===== config.mk =====
export PLATFORM = sky130hd
export DESIGN_NAME = rotor_stepper_n
export DESIGN_NICKNAME = d
export VERILOG_FILES = /design/src/rtl/enigma_pkg.sv /design/src/rtl/rotor_notch_lut.sv /design/src/rtl/rotor_stepper_n.sv
export SDC_FILE = /design/constraint.sdc
export NUM_CORES = 1
export LEC_CHECK = 0
export BUFFER_PORTS_ARGS = -buffer_cell sky130_fd_sc_hd__buf_2
export CAP_MARGIN = 40
export CORE_ASPECT_RATIO = 0.9
export CORE_MARGIN = 2
export CORE_UTILIZATION = 52
export DETAILED_ROUTE_END_ITERATION = 6
export GPL_TIMING_DRIVEN = 0
export PLACE_DENSITY = 0.8
export SYNTH_ARGS = -nofsm -noshare
export SYNTH_HDL_FRONTEND = slang
export SYNTH_SLANG_ARGS = --single-unit

===== constraint.sdc =====
create_clock -name clock -period 2.7 [get_ports clock]
set_input_delay 0.27 -clock clock [delete_from_list [all_inputs] [get_ports clock]]
set_output_delay 0.27 -clock clock [all_outputs]
set_load 0.02 [all_outputs]

===== src/rtl/enigma_pkg.sv =====
// Shared rotor constants: alphabet size, position width, rotor type codes and notch letters.
package enigma_pkg;
  localparam int ALPHABET = 26;
  localparam int POS_W    = 5;
  localparam int TYPE_W   = 3;

  typedef enum logic [TYPE_W-1:0] {
    ROTOR_I    = 3'd0,
    ROTOR_II   = 3'd1,
    ROTOR_III  = 3'd2,
    ROTOR_IV   = 3'd3,
    ROTOR_V    = 3'd4,
    ROTOR_VI   = 3'd5,
    ROTOR_VII  = 3'd6,
    ROTOR_VIII = 3'd7
  } rotor_type_e;

  localparam int NOTCH_I   = 16;  // Q
  localparam int NOTCH_II  = 4;   // E
  localparam int NOTCH_III = 21;  // V
  localparam int NOTCH_IV  = 9;   // J
  localparam int NOTCH_V   = 25;  // Z
  localparam int NOTCH_Z   = 25;  // VI..VIII first notch
  localparam int NOTCH_M   = 12;  // VI..VIII second notch
endpackage


===== src/rtl/rotor_notch_lut.sv =====
// Combinational turnover lookup: is a rotor of the given type sitting on one of its notches.
module rotor_notch_lut #(
  parameter int POS_W = enigma_pkg::POS_W
) (
  input  logic [enigma_pkg::TYPE_W-1:0] type_i,
  input  logic [POS_W-1:0]              pos_i,
  output logic                          at_notch_o
);
  import enigma_pkg::*;

  always_comb begin
    at_notch_o = 1'b0;
    case (rotor_type_e'(type_i))
      ROTOR_I:   at_notch_o = (pos_i == POS_W'(NOTCH_I));
      ROTOR_II:  at_notch_o = (pos_i == POS_W'(NOTCH_II));
      ROTOR_III: at_notch_o = (pos_i == POS_W'(NOTCH_III));
      ROTOR_IV:  at_notch_o = (pos_i == POS_W'(NOTCH_IV));
      ROTOR_V:   at_notch_o = (pos_i == POS_W'(NOTCH_V));
      ROTOR_VI, ROTOR_VII, ROTOR_VIII:
        at_notch_o = (pos_i == POS_W'(NOTCH_Z)) || (pos_i == POS_W'(NOTCH_M));
      default:   at_notch_o = 1'b0;
    endcase
  end
endmodule


===== src/rtl/rotor_stepper_n.sv =====
// N-rotor (3 or 4) stepping controller with double-step anomaly; rotor 3 is a fixed Greek wheel.
// Optional step counter output enabled by defining STEP_COUNT_EN.
module rotor_stepper_n #(
  parameter int NUM_ROTORS = 3,
  parameter int POS_W      = enigma_pkg::POS_W,
  parameter int ALPHABET   = enigma_pkg::ALPHABET
) (
  input  logic                        clock,
  input  logic                        reset,
  input  logic                        load,
  input  logic [3*NUM_ROTORS-1:0]     rotor_type,
  input  logic [POS_W*NUM_ROTORS-1:0] rotor_start,
  input  logic                        rotate,
  output logic [POS_W*NUM_ROTORS-1:0] positions,
`ifdef STEP_COUNT_EN
  output logic [15:0]                 step_count,
`endif
  output logic                        step_done
);
  import enigma_pkg::*;

  localparam int TW = TYPE_W;
  typedef logic [POS_W-1:0] pos_t;

  pos_t [NUM_ROTORS-1:0] pos_q, pos_d;
  logic                  rotate_q, step_done_q, step_done_d, step_acc;
  logic [1:0]            notch;
  logic [NUM_ROTORS-1:0] step_en;

  // Only rotors 0 and 1 drive carries, so rotor 2/3 type slices go nowhere.
  logic unused_type;
  assign unused_type = ^rotor_type[3*NUM_ROTORS-1:2*TW];

  function automatic pos_t inc_mod(input pos_t p);
    return (p == pos_t'(ALPHABET-1)) ? '0 : p + pos_t'(1);
  endfunction

  function automatic pos_t reduce(input pos_t p);
    return (p >= pos_t'(ALPHABET)) ? p - pos_t'(ALPHABET) : p;
  endfunction

  assign step_acc = rotate & ~rotate_q;

  for (genvar g = 0; g < 2; g++) begin : g_notch
    rotor_notch_lut #(.POS_W(POS_W)) u_lut (
      .type_i    (rotor_type[TW*g +: TW]),
      .pos_i     (pos_q[g]),
      .at_notch_o(notch[g])
    );
  end

  always_comb begin
    // Carries use pre-step positions; rotor1 self-steps on its own notch (double-step).
    step_en    = '0;
    step_en[0] = 1'b1;
    step_en[1] = notch[0] | notch[1];
    step_en[2] = notch[1];
    for (int i = 0; i < NUM_ROTORS; i++) begin
      pos_d[i] = pos_q[i];
      if (load)
        pos_d[i] = reduce(rotor_start[POS_W*i +: POS_W]);
      else if (step_acc && step_en[i])
        pos_d[i] = inc_mod(pos_q[i]);
    end
    step_done_d = step_acc & ~load;
  end

  always_ff @(posedge clock) begin
    if (reset) begin
      pos_q       <= '0;
      rotate_q    <= 1'b0;
      step_done_q <= 1'b0;
    end else begin
      pos_q       <= pos_d;
      rotate_q    <= rotate;
      step_done_q <= step_done_d;
    end
  end

  assign positions = pos_q;
  assign step_done = step_done_q;

`ifdef STEP_COUNT_EN
  logic [15:0] cnt_q, cnt_d;

  always_comb begin
    cnt_d = cnt_q;
    if (load)          cnt_d = '0;
    else if (step_acc) cnt_d = cnt_q + 16'd1;
  end

  always_ff @(posedge clock) begin
    if (reset) cnt_q <= '0;
    else       cnt_q <= cnt_d;
  end

  assign step_count = cnt_q;
`endif
endmodule


-- Word level (Yosys, flattened, before mapping)
Index checks and enable logic that the tools add are counted.
- register bits: 17
- input port bits: 28
- output and inout port bits: 16
- word-level logic and storage cells: 71
- $add $sub $neg: 6
- magnitude comparators: 3
- equality and inequality tests: 27
- multiplexer cells: 14
- bitwise logic cells: 5
- reduce and logical (&&, ||, !) cells: 11
- operator list (kind ; count):
    two-way mux 5 bit ; 12
    equality test 5 bit, second input constant ; 7
    equality test 3 bit, second input constant ; 8
    equality test 5 x 4 -> 1 bit, second input constant ; 4
    adder 5 x 1 -> 5 bit, second input constant ; 3
    >= comparator 5 bit, second input constant ; 3
    subtractor 5 bit, second input constant ; 3
    equality test 3 x 2 -> 1 bit, second input constant ; 4
    case mux 1 bit (6 select lines) ; 2
    equality test 5 x 3 -> 1 bit, second input constant ; 2
    equality test 3 x 1 -> 1 bit, second input constant ; 2
    zero test 3 bit ; 2
    nonzero test 2 bit ; 3
    OR reduction 3 bit ; 2
    AND 1 bit ; 2
    logical AND 1 bit ; 2
    logical OR 1 bit ; 2
    inverter 1 bit ; 2
    bitwise OR 1 bit ; 1

-- Logic depth before layout (Yosys ltp)
Gate-level depths: netlist (run 1).
- depth after elaboration: 7
- gate-level depth with buffers: 9

-- Modules after synthesis
Synthesis (run 1) repeated with hierarchy kept, for this count alone.
- cells, all modules: 188
- area total of the unflattened synthesis: 1468.9 sq um
- by module, submodules not included (module ; times used ; cells an instance ; area each (sq um)):
    rotor_stepper_n ; 1 ; 156 ; 1248.7
    rotor_notch_lut ; 2 ; 16 ; 110.1

-- Least setup slack after synthesis (run 1)
No wires, ideal clock.
- kind: reg-to-reg
- from: register pos_q (netlist bit positions[9])
- to: register pos_q (netlist bit positions[11])
- data arrival time: 1980 ps
- data required time: 2626 ps
- slack: 645 ps
- stages on the path, launching flop included: 8
- cells stage by stage: dfxtp_1 -> buf_2 -> and4bb_2 -> o211ai_1 -> a211o_1 -> a21oi_4 -> or3b_1 -> a31oi_1
- cells in the longest elaborated chain, start to end: 5
- elaborated cells between the ends (all ways): 10
- those cells by class: eq/ne (6); mux (1); reduce/logical (3)
- RTL lines (what ; line ; source):
    from (decl) ; rotor_stepper_n.sv:25 ; pos_t [NUM_ROTORS-1:0] pos_q, pos_d;
    from (signal assigned) ; rotor_stepper_n.sv:74 ; pos_q <= pos_d;
    equality test 5 bit / equality test 5 x 4 -> 1 bit (equally long branches) ; rotor_notch_lut.sv:18, rotor_notch_lut.sv:20 ;
    logical OR 1 bit ; rotor_notch_lut.sv:20 ; at_notch_o = (pos_i == POS_W'(NOTCH_Z)) || (pos_i == POS_W'(NOTCH_M));
    case mux 1 bit (6 select lines) (*) ; rotor_notch_lut.sv:13 ; case (rotor_type_e'(type_i))
    logical AND 1 bit (*) ; rotor_stepper_n.sv:62 ; else if (step_acc && step_en[i])
    nonzero test 2 bit (no source line) (*) ; - ;
Mark *: on every way between the ends. The rest lies on a longest branch, timed or not.
A chain may end at the register's enable or synchronous reset.

-- Final worst setup path (run 1)
- from: register pos_q (netlist bit positions[0])
- to: register pos_q (netlist bit positions[5])
- cells in the longest elaborated chain, start to end: 6
- elaborated cells between the ends (all ways): 11
- those cells by class: eq/ne (6); mux (1); bitwise (1); reduce/logical (3)
- RTL lines (what ; line ; source):
    equality test 5 bit / equality test 5 x 4 -> 1 bit (equally long branches) ; rotor_notch_lut.sv:18, rotor_notch_lut.sv:20 ;
    logical OR 1 bit ; rotor_notch_lut.sv:20 ;
    case mux 1 bit (6 select lines) (*) ; rotor_notch_lut.sv:13 ;
    bitwise OR 1 bit (*) ; rotor_stepper_n.sv:56 ; step_en[1] = notch[0] | notch[1];
    logical AND 1 bit (*) ; rotor_stepper_n.sv:62 ;
    nonzero test 2 bit (no source line) (*) ; - ;
Marks and branches as above.

==> flow_summary_export.csv, run 1 <==
group,metric,value,unit
critical_path,critPathMaxFanout,9,
synth,syn_inst,192,
cells_and_area,drive_above_1_share,23.73,%
timing,hold_viol,0,
clock_tree,clk_path_buf_depth,2,
timing,period_share,80.02,%
synth,avgSynthCellArea,7.827,um^2
cells_and_area,finalNetCount,276,
timing,layout_setup_ws,0.5394,ns
synth,ys_types,49,
clock_tree,numClockSinks,17,
place,portBuffers,40,
timing,worst_slew_pin_slew,0.4790,ns
critical_path,cp_cell_sequence,"clkbuf_1 > or4b_1 > a21oi_1 > o21ai_0 > a41oi_2 > nor2_1 > a211oi_1",
place,dp.final_hpwl,2.748,mm
drt,ant_nets,0,
timing,fmax,0.4628,GHz
drt,wl_per_cell,12.95,um
drt,via_per_inst,5.736,
synth,async_flop_share,0,%
place,pre_cts_ws,0.5739,ns
critical_path,critPathTopFamily,"compound AO/OA/AOI/OAI gates",
timing,rsz0062_at_grt,"false",
clock_tree,cts_hold_buf,0,
cells_and_area,final_area,1779,um^2
grt,grt_pass1_wl,5.789,mm
critical_path,critPathRequiredTime,2.92,ns
critical_path,cp-end-kind,"flip-flop",
synth,ys_seq_area_share,22.65,%
timing,period_needed,2.161,ns
drt,drc,0,
clock_tree,numCtsBuffers,3,
clock_tree,postCtsSetupRepairBufs,0,
synth,synth_top_flop_cell,"dfxtp_1",
power_and_ir_drop,power,0.6499,mW
floorplanning,io_pins,44,
power_and_ir_drop,ir_worst_vdd,0.0002500,V
synth,synth_edf_count,0,
drt,vias,1583,
grt,antenna_found_initial,0,
grt,grt_overflow,0,
critical_path,crit_buf_inv,1,
drt,wl,3.575,mm
cells_and_area,antenna_cells,0,
floorplanning,dieArea,3337,um^2
clock_tree,root_buffer,"clkbuf_4",
cells_and_area,area_growth,18.40,%
critical_path,critical_path.max_stage_delay,0.53,ns
floorplanning,fp.coreArea,2748,um^2
floorplanning,start_util,54.69,%
floorplanning,die_h,55,um
flow_run,maxCapViolCount,0,
drt,drt_iter0_drc,100,
synth,synth_area,1503,um^2
floorplanning,num_rows,18,
grt,grt_pass1_vias,1318,
timing,whs,0.2187,ns
timing,final_max_slew_viol_count,0,
timing,max_slew_margin,68.07,%
place,dpl_cell_area,1753,um^2
power_and_ir_drop,p_per_area,365.3,nW/um^2
critical_path,cp-start-kind,"flip-flop",
critical_path,crit_type,"reg2reg",
floorplanning,die_w,60.67,um
outcome,status,"completed",
cells_and_area,nFillCells,263,
clock_tree,clk_latency,0.30,ns
clock_tree,htreeDepth,1,
critical_path,arrival,2.38,ns
power_and_ir_drop,static-leakage-power,0.7490,nW
hold_path,hold_class,"in2reg",
clock_tree,cts_tree,"done",
timing,fin_skew,0.004684,ns
clock_tree,cts_resized,0,
grt,track_usage,22.93,%
synth,ys.warnings.count,0,
synth,synth_seq_cells,17,
critical_path,slowest_stage,"or4b_1",
clock_tree,clk_pin_slew,0.11,ns
grt,grt_max_degree,11,
drt,firstDrtPassIters,4,
place,place_congestion,0.7950,
timing,setup_viol,0,
timing,setup_tns,0,ns
synth,synth_nets,231,
-- per-stage QoR --
step,instances,utilization [%]
2_1_floorplan,192,-
3_3_place_gp,272,63.80
3_5_place_dp,272,63.80
4_1_cts,276,64.75
5_1_grt,276,64.75
6_report,276,64.75
-- registers in the layout, indices dropped and copies added, names as in the netlist --
register	count
positions	15
rotate_q	1
step_done	1
-- cell usage in the layout (no fill, tap or decap), types with 2 or more instances in the layout --
master    instances
a221oi_1          3
buf_2            41
a211oi_1          7
nand2b_1          5
nand3_1           4
and4b_1           2
clkbuf_1          9
clkbuf_4          3
a32o_1            2
or3b_2            2
a211o_1           2
buf_6             2
dfxtp_1          17
a21oi_1           8
nand4b_1          4
o22ai_1           2
a41oi_1           2
a31oi_1           6
xnor2_1           3
nor2_1           20
nor2b_1           2
nor3_1            6
inv_1            14
o31ai_1           2
o21ai_0           7
or4b_2            2
or3_1             2
nand2_1          15
a22oi_1           2
mux2i_1           2
o211ai_1          7
ha_1             11
mux2_2            3
-- worst reg2reg max path, stage by stage, from the launching register on --
cell,delay (ns)
dfxtp_1,0.36
clkbuf_1,0.21
or4b_1,0.53
a21oi_1,0.13
o21ai_0,0.15
a41oi_2,0.41
nor2_1,0.07
a211oi_1,0.22
-- power breakdown --
group / leakage (nW) / internal, mW / switching, mW / total (mW)
logic: 0.594 / 0.0873 / 0.119 / 0.207
registers: 0.140 / 0.269 / 0.0250 / 0.294
clock network: 0.0150 / 0.0577 / 0.0920 / 0.150
total: 0.749 / 0.414 / 0.236 / 0.650
-- routing by layer --
metal | GRT usage, % | wire, um | up-vias
met4 | 6.522 | 27 | 0
met2 | 35.84 | 1572 | 38
met1 | 33.01 | 1802 | 726
met3 | 3.023 | 171 | 3
met5 | 0 | 0 | -
li1 | - | - | 816
-- Yosys cell counts, types with 4 or more instances --
| master | instances | area (um^2) |
|---|---|---|
| clkbuf_1 | 8 | 30.03 |
| nor2_1 | 20 | 75.07 |
| inv_1 | 14 | 52.55 |
| nand3_1 | 4 | 20.02 |
| nor3_1 | 6 | 30.03 |
| a21oi_1 | 8 | 40.04 |
| o211ai_1 | 7 | 52.55 |
| ha_1 | 11 | 137.6 |
| o21ai_0 | 7 | 35.03 |
| nand4b_1 | 4 | 35.03 |
| a31oi_1 | 6 | 37.54 |
| dfxtp_1 | 17 | 340.3 |
| a211oi_1 | 7 | 52.55 |
| nand2b_1 | 5 | 31.28 |
| nand2_1 | 15 | 56.30 |
-- layout make-up --
cell class | instances | area (um^2) | area share, %
buffer | 11 | 57.56 | 3.235
clock buffer | 4 | 26.28 | 1.477
inverter | 14 | 52.55 | 2.954
multi-input combinational | 150 | 1052 | 59.14
sequential | 17 | 340.3 | 19.13
tap | 40 | 50.05 | 2.813
timing repair buffer | 40 | 200.2 | 11.25
-- path summary, 6_finish.rpt --
path	startpoint	end	slack [ns]	cells after the start
worst max register to register	positions[0]	positions[5]	0.54	7
worst max-delay path	positions[0]	positions[5]	0.54	7
worst min register to register	positions[14]	positions[14]	0.59	2
worst min-delay path	rotate	rotate_q	0.22	2
-- logic make-up after synthesis --
logic type | Yosys count | share of synthesized area [%]
adder cells (fa/ha/maj) | 11 | 9.159
multiplexers | 5 | 3.580
flip-flops | 17 | 22.65
buffers and inverters | 25 | 7.327
AO/OA/AOI/OAI | 58 | 28.31
AND/OR/NAND/NOR | 73 | 27.23
XOR/XNOR | 3 | 1.749
No activity file was read; power rests on OpenSTA's default activity.
==> inputs of run 2 (changes only) <==
==> constraint.sdc (replaced) <==
create_clock -name clock -period 2.26 [get_ports clock]
set_input_delay 0.226 -clock clock [delete_from_list [all_inputs] [get_ports clock]]
set_output_delay 0.226 -clock clock [all_outputs]
set_load 0.02 [all_outputs]
==> run 2 against run 1 <==
Compared with the run above:
- count of clock-buffer cells in the layout unchanged
- die area is the same
- maximum frequency increased by 5.0%
- largest power group unchanged
- critical path type unchanged
- largest cell class unchanged
- non-clock buffer count fell by 1
- via count decreased by 0.19%
- sequential cell count unchanged
- clock power rose by 21%
==> flow_summary_export.csv, run 2 (synthesis results as in run 1) <==
group,metric,value,unit
drt,wl_per_cell,12.89,um
grt,grt_pass1_vias,1318,
cells_and_area,area_growth,18.32,%
drt,via_per_inst,5.745,
critical_path,r2r_cells,7,
floorplanning,io_pins,44,
critical_path,critPathMaxFanout,10,
critical_path,cp-endpoint,"positions[11]",
critical_path,crit_type,"reg2reg",
timing,setup_tns,0,ns
drt,wl,3.546,mm
cells_and_area,finalNetCount,275,
grt,track_usage,22.93,%
cells_and_area,final_common_cell,"buf_2",
power_and_ir_drop,ir_worst_vdd,0.0002997,V
cells_and_area,drive_above_1_share,24.68,%
drt,vias,1580,
critical_path,critPathRequiredTime,2.50,ns
critical_path,r2r_setup_slack,0.20,ns
floorplanning,start_util,54.69,%
clock_tree,clk_path_buf_depth,2,
timing,max_slew_margin,69.39,%
hold_path,hold_class,"in2reg",
critical_path,arrival,2.30,ns
timing,rsz0062_at_grt,"false",
place,place_inst,272,
floorplanning,num_rows,18,
place,portBuffers,40,
timing,setup_viol,0,
cells_and_area,fin_cells,275,
timing,period_share,91.07,%
timing,worst_slew_pin_slew,0.4592,ns
timing,period_needed,2.058,ns
drt,drc,0,
cells_and_area,final_util,64.71,%
clock_tree,htreeDepth,1,
timing,whs,0.1720,ns
place,place_congestion,0.7950,
drt,ant_nets,0,
clock_tree,numClockSinks,17,
floorplanning,fp.coreArea,2748,um^2
cells_and_area,antenna_cells,0,
clock_tree,cts_tree,"done",
critical_path,crit_path_start,"positions[9]",
timing,final_max_slew_viol_count,0,
critical_path,cp-end-kind,"flip-flop",
critical_path,cp-start-kind,"flip-flop",
grt,antenna_found_initial,0,
clock_tree,root_buffer,"clkbuf_4",
floorplanning,die_w,60.67,um
clock_tree,clk_pin_slew,0.11,ns
critical_path,rr_startpoint,"positions[9]",
power_and_ir_drop,static-leakage-power,0.7484,nW
floorplanning,dieArea,3337,um^2
clock_tree,numCtsBuffers,3,
timing,hold_viol,0,
flow_run,maxCapViolCount,0,
clock_tree,postCtsSetupRepairBufs,0,
floorplanning,die_h,55,um
outcome,status,"completed",
grt,grt_pass1_wl,5.789,mm
power_and_ir_drop,p_per_area,437.3,nW/um^2
timing,fin_skew,0.005611,ns
drt,drt_iter0_drc,93,
clock_tree,clk_latency,0.31,ns
drt,firstDrtPassIters,4,
cells_and_area,largest_reg_flops,15,
cells_and_area,layout_common_cells,"41 x buf_2, 20 x nor2_1, 15 x nand2_1, 15 x dfxtp_1, 14 x inv_1",
timing,fmax,0.4859,GHz
grt,grt_overflow,0,
critical_path,r2r_end,"positions[11]",
place,dp.final_hpwl,2.748,mm
grt,grt_max_degree,11,
## run 2: through the flow
stage / setup WS, ns / total power, mW / cell area [um^2]
2_1_floorplan: 0.2052 / 0.5171 / 1503
5_1_grt: 0.01847 / 0.8244 / 1778
3_3_place_gp: 0.1449 / 0.5968 / 1753
3_5_place_dp: 0.1339 / 0.6022 / 1753
4_1_cts: 0.1132 / 0.7776 / 1779
6_report: 0.2018 / 0.7774 / 1778
## run 2: area by class of cell
| type | count | area, um^2 |
|---|---|---|
| multi-input combinational | 150 | 1052 |
| fill | 262 | 969.7 |
| sequential | 17 | 342.8 |
| timing repair buffer | 40 | 200.2 |
| buffer | 10 | 53.80 |
| inverter | 14 | 52.55 |
| tap | 40 | 50.05 |
| clock buffer | 4 | 26.28 |
## run 2: worst min-delay path by stage
stage               cells past startpoint      endpoint  slack [ns]           start
global route                            2      rotate_q        0.19          rotate
global placement                        2      rotate_q        0.48          rotate
detailed placement                      3  positions[0]        0.49  rotor_start[0]
CTS                                     2      rotate_q        0.17          rotate
finish                                  2      rotate_q        0.17          rotate
floorplan                               1      rotate_q        0.35          rotate
## run 2: worst max-delay path: stages (launching register included)
cell	delay, ns
dfxtp_1	0.32
buf_2	0.16
and4bb_1	0.25
o211ai_1	0.11
a211o_1	0.37
a21oi_4	0.26
or3b_1	0.37
a31oi_1	0.15
## run 2: what timing repair did
item                                    in CTS  in global routing
hold buffers                                 0                  0
endpoints found under the setup margin       0                  9
resized for setup                            0                  2
## run 2: power breakdown
group	switching, mW	internal (mW)	total (mW)
clock network	0.112	0.0689	0.181
logic	0.139	0.104	0.243
registers	0.0319	0.322	0.354
total	0.283	0.495	0.777
## run 2: routing by layer
layer  GRT usage, %  routed length, um  vias up
li1               -                  -      814
met2          35.84               1582       38
met5              0                  0        -
met3          3.023                174        3
met4          6.522                 30        0
met1          33.01               1758      725
==> inputs of run 3 (changes only) <==
--- a/config.mk
+++ b/config.mk
@@ -13,6 +13,7 @@
 export DETAILED_ROUTE_END_ITERATION = 6
 export GPL_TIMING_DRIVEN = 0
 export PLACE_DENSITY = 0.8
+export REMOVE_ABC_BUFFERS = 1
 export SYNTH_ARGS = -nofsm -noshare
 export SYNTH_HDL_FRONTEND = slang
 export SYNTH_SLANG_ARGS = --single-unit
==> run 3 against run 2 <==
Compared with the run above:
- critical path depth is the same
- combinational power shrank 5%
- first-iteration DRC count fell by 27%
- clock skew is 0.0023 ns lower
==> flow_summary_export.csv, run 3 (synthesis results as in run 1) <==
group,metric,value,unit
floorplanning,fp.coreArea,2748,um^2
critical_path,r2r_setup_slack,0.17,ns
power_and_ir_drop,p_clk_share,22.4,%
grt,antenna_found_initial,0,
power_and_ir_drop,p_seq_share,47.4,%
cells_and_area,finalNetCount,267,
drt,ant_nets,0,
timing,fin_skew,0.003338,ns
cells_and_area,final_area,1743,um^2
timing,period_share,92.47,%
timing,whs,0.1731,ns
critical_path,r2r_end,"positions[11]",
timing,period_needed,2.090,ns
outcome,status,"completed",
critical_path,r2r_cells,7,
timing,hold_viol,0,
grt,track_usage,24.31,%
critical_path,crit_path_start,"positions[5]",
floorplanning,num_rows,18,
cells_and_area,area_growth,15.99,%
floorplanning,die_w,60.67,um
power_and_ir_drop,p_int,0.4935,mW
cells_and_area,final_common_cell,"buf_2",
power_and_ir_drop,p_sw,0.2740,mW
place,pre_cts_ws,0.07719,ns
hold_path,hp-start,"rotor_start[0]",
place,dpl_cell_area,1695,um^2
drt,drc,0,
clock_tree,clk_pin_slew,0.10,ns
floorplanning,die_h,55,um
power_and_ir_drop,combPwrFrac,30.2,%
clock_tree,numCtsBuffers,3,
drt,wl_per_cell,13.18,um
clock_tree,root_buffer,"clkbuf_4",
drt,vias,1537,
power_and_ir_drop,ir_worst_vdd,0.0002571,V
drt,drt_iter0_drc,68,
floorplanning,dieArea,3337,um^2
grt,grt_overflow,0,
timing,worst_slew_pin_slew,0.6266,ns
grt,grt_pass1_wl,6.099,mm
cells_and_area,final_util,63.43,%
grt,grt_max_degree,39,
place,dp.final_hpwl,2.545,mm
critical_path,cp-end-kind,"flip-flop",
timing,layout_setup_ws,0.1701,ns
timing,final_max_slew_viol_count,0,
place,portBuffers,40,
clock_tree,clk_path_buf_depth,2,
critical_path,arrival,2.32,ns
critical_path,cp-start-kind,"flip-flop",
timing,setup_viol,0,
drt,wl,3.518,mm
timing,fmax,0.4785,GHz
floorplanning,io_pins,44,
critical_path,rr_startpoint,"positions[5]",
clock_tree,clk_latency,0.30,ns
drt,via_per_inst,5.757,
clock_tree,cts_tree,"done",
timing,max_slew_margin,58.23,%
clock_tree,numClockSinks,17,
place,place_congestion,0.7948,
cells_and_area,antenna_cells,0,
cells_and_area,drive_above_1_share,26.43,%
drt,firstDrtPassIters,4,
floorplanning,start_util,54.69,%
hold_path,whs_endpoint,"positions[0]",
hold_path,hold_class,"in2reg",
clock_tree,htreeDepth,1,
power_and_ir_drop,switching_share,35.70,%
critical_path,critPathRequiredTime,2.49,ns
critical_path,critPathMaxFanout,10,
power_and_ir_drop,static-leakage-power,0.7341,nW
power_and_ir_drop,p_per_area,440.4,nW/um^2
grt,grt_pass1_vias,1343,
flow_run,maxCapViolCount,0,
critical_path,crit_type,"reg2reg",
cells_and_area,layout_common_cells,"40 x buf_2, 20 x nor2_1, 15 x nand2_1",
timing,setup_tns,0,ns
hold_path,worstHoldPathCells,3,
timing,rsz0062_at_grt,"false",
cells_and_area,largest_reg_flops,15,
-- run 3: changes by cell type in the layout (fill, tap and decap cells not counted) --
cell | previous run | this run
dfxtp_1 | 15 | 12
buf_4 | 0 | 2
buf_6 | 2 | 0
buf_2 | 41 | 40
dfxtp_2 | 2 | 5
clkbuf_1 | 8 | 1
-- run 3: critical path, stage by stage, from the launching register on --
cell and delay (ns):
dfxtp_2 0.44, ha_1 0.19, nand4b_1 0.23, o41ai_1 0.14
nand2_1 0.19, a21oi_4 0.27, or3b_1 0.38, a31oi_1 0.17
-- run 3: layout make-up --
| type | count | area [um^2] |
|---|---|---|
| Clock buffer | 4 | 26.28 |
| Inverter | 14 | 52.55 |
| Fill cell | 266 | 1005 |
| Multi-Input combinational cell | 150 | 1052 |
| Sequential cell | 17 | 346.6 |
| Tap cell | 40 | 50.05 |
| Timing Repair Buffer | 42 | 215.2 |
-- run 3: timing repair --
item                                    CTS  global route
endpoints found under the setup margin    0             8
hold endpoints to repair                  0             0
setup buffers                             0             2
hold buffers                              0             0
resized for setup                         0             5
-- run 3: metrics by stage --
stage / power (mW) / cells
finish: 0.7675 / 267
detailed placement: 0.5932 / 261
floorplan: 0.4999 / 181
global placement: 0.5871 / 261
CTS: 0.7630 / 265
global route: 0.8146 / 267
-- run 3: how the worst max path moves through the flow --
stage,slack [ns],cells after the start,end
global placement,0.11,7,positions[11]
detailed placement,0.08,7,positions[11]
finish,0.17,7,positions[11]
CTS,0.03,7,positions[11]
floorplan,0.21,8,positions[10]
global route,0.004,7,positions[11]
-- run 3: routing by layer --
metal,vias to the layer above,share of wire [%],track usage (%)
li1,789,-,-
met2,42,45,39.07
met5,-,0,0
met3,4,4.2,2.791
met4,0,1.1,7.609
met1,702,50,34.18
-- run 3: power groups by stage --
stage          clock, mW  sequential, mW  combinational, mW
2_1_floorplan          0           0.383              0.117
3_3_place_gp           0           0.367              0.220
3_5_place_dp           0           0.367              0.226
4_1_cts            0.175           0.360              0.228
5_1_grt            0.185           0.369              0.260
6_report           0.172           0.364              0.232
